File: config.mk
export PLATFORM = sky130hd
export DESIGN_NAME = wr_ptr_ctrl
export DESIGN_NICKNAME = d
export VERILOG_FILES = /design/src/rtl/fifo_pkg.sv /design/src/rtl/gray2bin_conv.sv /design/src/rtl/wr_ptr_ctrl.sv
export SDC_FILE = /design/constraint.sdc
export NUM_CORES = 1
export LEC_CHECK = 0
export CORE_ASPECT_RATIO = 0.75
export CORE_MARGIN = 2
export CORE_UTILIZATION = 40
export CTS_CLUSTER_SIZE = 12
export DETAILED_ROUTE_END_ITERATION = 8
export PLACE_DENSITY_LB_ADDON = 0.2
export SLEW_MARGIN = 25
export SYNTH_ARGS = -nofsm -noshare
export SYNTH_HDL_FRONTEND = slang
export SYNTH_SLANG_ARGS = --single-unit
File: constraint.sdc
create_clock -name wr_clk -period 2.36 [get_ports wr_clk]
set_input_delay 0.236 -clock wr_clk [delete_from_list [all_inputs] [get_ports wr_clk]]
set_output_delay 0.236 -clock wr_clk [all_outputs]
set_load 0.02 [all_outputs]
File: src/rtl/fifo_pkg.sv
// Shared async-FIFO pointer helpers for the write- and read-side controllers.
// The functions take 32-bit vectors; callers zero-extend and truncate at their own width.
package fifo_pkg;

  localparam int unsigned ADDR_WIDTH = 4;

  function automatic logic [31:0] bin2gray(input logic [31:0] b);
    return b ^ (b >> 1);
  endfunction

  function automatic logic [31:0] gray2bin(input logic [31:0] g);
    logic [31:0] b;
    logic        acc;
    b   = '0;
    acc = 1'b0;
    for (int unsigned i = 32; i > 0; i--) begin
      acc      = acc ^ g[i-1];
      b[i-1]   = acc;
    end
    return b;
  endfunction

  // Full when the Gray pointers differ only in their top two bits.
  function automatic logic ptr_full(input logic [31:0] wr_gray,
                                    input logic [31:0] rd_gray,
                                    input int unsigned aw);
    return wr_gray == (rd_gray ^ (32'd3 << (aw - 1)));
  endfunction

endpackage

File: src/rtl/gray2bin_conv.sv
// Combinational Gray-to-binary converter of parametrised width.
module gray2bin_conv #(
  parameter int unsigned W = 5
) (
  input  logic [W-1:0] gray,
  output logic [W-1:0] bin
);

  logic acc;

  always_comb begin
    bin = '0;
    acc = 1'b0;
    for (int unsigned i = W; i > 0; i--) begin
      acc      = acc ^ gray[i-1];
      bin[i-1] = acc;
    end
  end

endmodule

File: src/rtl/wr_ptr_ctrl.sv
// Write-side pointer controller of the async FIFO: registered Gray pointer,
// locally derived full/almost-full, fill-level estimate and sticky overflow.
module wr_ptr_ctrl
  import fifo_pkg::*;
#(
  parameter int unsigned ADDR_WIDTH = fifo_pkg::ADDR_WIDTH,
  parameter int unsigned AF_THRESH  = 2**ADDR_WIDTH - 2
) (
  input  logic                  wr_clk,
  input  logic                  rst,
  input  logic                  wr_en,
  input  logic [ADDR_WIDTH:0]   rd_ptr_gray_sync,
  input  logic                  ovf_clr,
  output logic                  ram_wen,
  output logic [ADDR_WIDTH-1:0] wr_addr,
  output logic [ADDR_WIDTH:0]   wr_ptr_gray,
  output logic                  full,
  output logic                  almost_full,
  output logic [ADDR_WIDTH:0]   wr_level,
  output logic                  overflow
);

  localparam int unsigned PW    = ADDR_WIDTH + 1;
  localparam int unsigned DEPTH = 2**ADDR_WIDTH;

  if (AF_THRESH < 1 || AF_THRESH > DEPTH) begin : g_bad_thresh
    $error("wr_ptr_ctrl: AF_THRESH out of range 1..DEPTH");
  end

  logic [PW-1:0] wr_bin;
  logic [PW-1:0] wr_bin_next;
  logic [PW-1:0] rd_bin;
  logic [PW-1:0] level_next;

  gray2bin_conv #(.W(PW)) u_rd_g2b (
    .gray (rd_ptr_gray_sync),
    .bin  (rd_bin)
  );

  // full is registered, so the accept path is a single gate deep.
  assign ram_wen     = wr_en & ~full & ~rst;
  assign wr_bin_next = wr_bin + PW'(ram_wen);
  assign level_next  = wr_bin_next - rd_bin;
  assign wr_addr     = wr_bin[ADDR_WIDTH-1:0];

  always_ff @(posedge wr_clk) begin
    if (rst) begin
      wr_bin      <= '0;
      wr_ptr_gray <= '0;
      full        <= 1'b0;
      almost_full <= 1'b0;
      wr_level    <= '0;
      overflow    <= 1'b0;
    end else begin
      wr_bin      <= wr_bin_next;
      wr_ptr_gray <= PW'(bin2gray(32'(wr_bin_next)));
      full        <= ptr_full(bin2gray(32'(wr_bin_next)), 32'(rd_ptr_gray_sync), ADDR_WIDTH);
      almost_full <= 32'(level_next) >= AF_THRESH;
      wr_level    <= level_next;
      if (wr_en && full)
        overflow <= 1'b1;
      else if (ovf_clr)
        overflow <= 1'b0;
    end
  end

endmodule
# ---- Word-level counts from Yosys, hierarchy flattened
# Index checks and enable logic that the tools add are counted.
dict set report word_totals {
  reg_bits 18
  inputBits 9
  elab_cells 24
}
dict set report op_classes {
  n_addsub 2
  magnitude_cmp 1
  n_eq_ne 1
  muxes 2
  n_bitwise 10
  reduce_logical 2
}
# op n
set ops {}
lappend ops {{adder 5 x 1 -> 5 bit} 1}
lappend ops {{equality test 5 bit} 1}
lappend ops {{>= comparator 5 x 4 -> 1 bit, second input constant} 1}
lappend ops {{subtractor 5 bit} 1}
lappend ops {{XOR 5 x 4 -> 5 bit} 1}
lappend ops {{XOR 1 bit} 4}
lappend ops {{AND 1 bit} 2}
lappend ops {{two-way mux 1 bit} 2}
lappend ops {{inverter 1 bit} 2}
lappend ops {{inverter 2 bit} 1}
lappend ops {{nonzero test 2 bit} 1}
lappend ops {{logical AND 1 bit} 1}

# ---- Logic depth before layout (Yosys ltp)
dict set report depth {
  ltp_word 6
  depth_mapped 11
}

# ---- Hierarchy
# A second synthesis with hierarchy kept.
dict set report unflattened {
  cells_unflattened 84
  area_unflattened_um2 877.1
}
# mod n_inst cells_per_inst area_each_um2 seq_area_each_um2
set by_module_without_submodules {}
lappend by_module_without_submodules {wr_ptr_ctrl 1 77 797.0 340.3}
lappend by_module_without_submodules {gray2bin_conv 1 7 80.1 0.0}

# ---- Least setup slack after synthesis
# OpenSTA, ideal clock, no wires.
dict set report synth_path {
  kind {input to register}
  startpoint {in rst}
  endpoint {reg almost_full}
  setup_ns 0.129
  t_arrival_ns 2.700
  setup_slack_ns -0.469
  stages 10
  n_path_buf 1
  cell_sequence {clkbuf_1 > nor3b_1 > ha_1 > ha_1 > xor2_2 > ha_1 > a21o_1 > a21oi_1 > xor2_1 > o22ai_1}
}
dict set report synth_between {
  elab_chain_len 5
}
# item line
set synth_rtl {}
lappend synth_rtl {{start, declared} wr_ptr_ctrl.sv:10} ;# input logic rst,
lappend synth_rtl {{inverter 1 bit} wr_ptr_ctrl.sv:41} ;# assign ram_wen = wr_en & ~full & ~rst;
lappend synth_rtl {{AND 1 bit} wr_ptr_ctrl.sv:41}
lappend synth_rtl {{named net ram_wen} wr_ptr_ctrl.sv:14} ;# output logic ram_wen,
lappend synth_rtl {{adder 5 x 1 -> 5 bit} wr_ptr_ctrl.sv:42} ;# assign wr_bin_next = wr_bin + PW'(ram_wen);
lappend synth_rtl {{named net wr_bin_next[2]} wr_ptr_ctrl.sv:31} ;# logic [PW-1:0] wr_bin_next;
lappend synth_rtl {{subtractor 5 bit} wr_ptr_ctrl.sv:43} ;# assign level_next = wr_bin_next - rd_bin;
lappend synth_rtl {{>= comparator 5 x 4 -> 1 bit} wr_ptr_ctrl.sv:58} ;# almost_full <= 32'(level_next) >= AF_THRESH;
lappend synth_rtl {{end signal, assigned} wr_ptr_ctrl.sv:51} ;# almost_full <= 1'b0;
lappend synth_rtl {{end signal, assigned} wr_ptr_ctrl.sv:58}
lappend synth_rtl {{end, declared} wr_ptr_ctrl.sv:18} ;# output logic almost_full,
# The timed path passes the listed nets, and every way through them passes these cells.
# A chain may end at the register's enable or synchronous reset.

# ---- Worst setup path after layout
dict set report layout_path {
  startpoint {in rst}
  endpoint {reg almost_full}
}
dict set report layout_between {
  elab_chain_len 5
}
# item line
set layout_rtl {}
lappend layout_rtl {{inverter 1 bit} wr_ptr_ctrl.sv:41}
lappend layout_rtl {{AND 1 bit} wr_ptr_ctrl.sv:41}
lappend layout_rtl {{adder 5 x 1 -> 5 bit} wr_ptr_ctrl.sv:42}
lappend layout_rtl {{named net wr_bin_next[1]} wr_ptr_ctrl.sv:31}
lappend layout_rtl {{subtractor 5 bit} wr_ptr_ctrl.sv:43}
lappend layout_rtl {{>= comparator 5 x 4 -> 1 bit} wr_ptr_ctrl.sv:58}
# The timed path passes the listed nets, and every way through them passes these cells.

==> flow_summary_export.csv <==
group,metric,value,unit
timing,setup_violations,0,
logic_synthesis,synthTopCellsByArea,"dfxtp_1, ha_1, xnor2_1, xor2_1, nor2_1",
logic_synthesis,synth.largest_area_cell,"dfxtp_1",
logic_synthesis,synth_area_per_cell,10.10,µm²
timing,final.period_utilization,0.9548,
power,p_leak,0.5915,nW
drt,via_per_inst,4.622,
cells_and_area,drive_above_1_share,0.3030,
floorplanning,fp.dieH,43.88,µm
job,maxCapViolations,0,
logic_synthesis,ys_seq_area_frac,0.4012,
place,port-buffer-count,26,
power,p_comb_frac,0.388,
timing,whs,0.4712,ns
logic_synthesis,syn_area,848.3,µm²
cells_and_area,fill_cells,161,
clock_network,cts_max_level,1,
cells_and_area,n_antenna_cell,0,
clock_network,cts_root_buf,"clkbuf_4",
timing,worst_clock_skew,0.01000,ns
timing,fmax,0.4438,GHz
logic_synthesis,yosysUniqueCellTypes,24,
drt,via_count,721,
drt,ant_nets,0,
logic_synthesis,ys_seq_elements,17,
logic_synthesis,synth_top_area_frac,0.4012,
drt,wl_met1,802,µm
floorplanning,die_x,57.18,µm
drt,wl_met3,118,µm
clock_network,numCtsBuffers,3,
grt,grt_antenna_before_repair,0,
worst_setup_path,reg2reg_setup_slack,0.22,ns
status,status,"finished, final reports clean",
drt,top_layer,"met3",
power,p_sw,0.2423,mW
floorplanning,core,1997,µm²
power,cellPowerDensity,552.7,nW/µm²
floorplanning,initial_utilization,0.4248,
timing,period_needed,2.253,ns
clock_network,clkSinkCount,17,
cells_and_area,area.growth.synth_to_final,67.85,%
power,clockPowerShare,0.199,
worst_setup_path,worstSetupPathType,"in2reg",
worst_setup_path,cp-end-kind,"flop",
clock_network,clkSlewWorstSetupHoldPaths,0.10,ns
logic_synthesis,yosysWarnings,0,
floorplanning,dieArea,2509,µm²
place,place_ws,-0.4005,ns
cells_and_area,final_nets,150,
power,swShare,0.3079,
place,place_congestion,0.7405,
drt,drc,0,
timing,worstMarginPinSlew,0.3180,ns
power,intPower,0.5446,mW
power,p_seq_frac,0.413,
worst_setup_path,crit_arrival,2.44,ns
timing,drv_slew,0,
worst_setup_path,cp-start-kind,"primary input",
grt,grt-ovfl-total,0,
drt,wl_per_cell,12.04,µm
place,dp_hpwl,1478,µm
min_path,hp-class,"reg2reg",
drt,drt-initial-drc-count,4,
floorplanning,placementRows,14,
drt,met2_length,956,µm
drt,totalWireLength,1878,µm
drt,drtPass1Iterations,2,
clock_network,clk-insertion-delay-late,0.29,ns
grt,first_global_vias,725,
timing,maxSlewHeadroom,0.7865,
timing,hold_viol,0,
worst_setup_path,cp_data_required_time,2.55,ns
grt,grt_max_degree,18,
logic_synthesis,syn_inst,84,
floorplanning,io_pins,27,
clock_network,tritoncts,"done",
timing,setup_slack,0.1066,ns
power,vdd_drop_max,0.4995,mV
logic_synthesis,syn_nets,101,
worst_setup_path,cp_max_fo,3,
grt,grt_pass1_wl,3160,µm
grt,grt_usage,0.1674,
clock_network,clock_path_buffers,2,
==> worst paths after layout <==
kind                         startpoint                     end  cells past startpoint
setup / recovery                    rst  almost_full$_SDFF_PP0_                     10
hold / removal    overflow$_SDFFE_PP0P_   overflow$_SDFFE_PP0P_                      2
setup reg to reg        full$_SDFF_PP0_  almost_full$_SDFF_PP0_                      9
hold reg to reg   overflow$_SDFFE_PP0P_   overflow$_SDFFE_PP0P_                      2
==> cells in the final DEF, fill, tap and decap left out, drive strengths merged <==
master         count
nand2              2
nor3b              1
o22ai              1
xnor2             12
buf               20
dlygate4sd2        2
a21o               2
or3                1
nor2              12
clkdlybuf4s50     24
ha                 7
dfxtp             17
nand2b             1
inv                6
o211ai             1
nand3              3
a21oi              4
fa                 1
nor2b              2
a211oi             1
clkbuf             4
xor2               8
==> critical path: stages <==
cell and delay, ns:
clkdlybuf4s50_1 0.48, nor3b_4 0.33, ha_4 0.20, xnor2_2 0.15, inv_1 0.07, ha_1 0.31
a21o_1 0.18, a21oi_1 0.19, xor2_1 0.20, o22ai_1 0.10
==> registers in the layout (all words and copies together) (netlist names) <==
register and flops:
wr_level 5, wr_ptr_gray 5, wr_bin 4, almost_full 1
full 1, overflow 1
==> synthesized netlist by cell type (all sizes together) <==
library cell	n
nand2b	1
inv	6
a21oi	4
a211oi	1
clkbuf	1
dfxtp	17
xor2	8
nor2b	2
buf	1
o211ai	1
nor2	12
or3	1
nor3b	1
a21o	2
o22ai	1
xnor2	12
ha	7
nand3	3
fa	1
nand2	2
==> cell families after synthesis <==
kind of cell / after synthesis / share of synthesized area
compound gates: 9 / 0.07080
fa+ha+maj: 8 / 0.1268
buf+inv: 8 / 0.03539
xor+xnor: 20 / 0.2419
flops: 17 / 0.4012
simple gates: 22 / 0.1239
==> per-stage QoR <==
stage	total power [mW]	utilization	std cells	TNS (ns)	area, µm²
5_1_grt	0.8386	0.7130	156	-0.03716	1424
2_1_floorplan	0.4811	-	84	0	907.1
4_1_cts	0.7763	0.6855	156	0	1369
3_3_place_gp	0.6019	0.6667	151	-0.9145	1331
3_5_place_dp	0.6085	0.6667	151	-1.273	1331
6_report	0.7869	0.7130	156	0	1424
==> cell type report <==
cell class              instances  area (µm²)  share of cell area
clock buffers                   4       26.28             0.01845
inverters                       6       22.52             0.01582
multi-input cells              59       596.8              0.4192
flip-flops and latches         17       340.3              0.2390
well taps                      24       30.03             0.02109
repair buffers                 46       407.9              0.2865
==> per-layer routing <==
layer | global-route usage | vias up
met5 | 0 | -
met4 | 0.01395 | 0
met3 | 0.07463 | 0
met2 | 0.2943 | 21
met1 | 0.1989 | 334
li1 | - | 366
==> power groups by stage <==
stage / clock network, mW / logic (mW) / registers [mW]
4_1_cts: 0.166 / 0.286 / 0.324
2_1_floorplan: 0 / 0.115 / 0.366
3_3_place_gp: 0 / 0.273 / 0.329
5_1_grt: 0.176 / 0.335 / 0.328
3_5_place_dp: 0 / 0.277 / 0.331
6_report: 0.157 / 0.305 / 0.325
==> timing repair <==
item                       4_1_cts  5_1_grt
hold buffers                     0        0
resized for setup                4        7
buffers inserted                 1        0
pin swaps                        3        2
setup endpoints to repair        2        2
gates cloned                     0        0
Power figures use the tool's default switching activity.
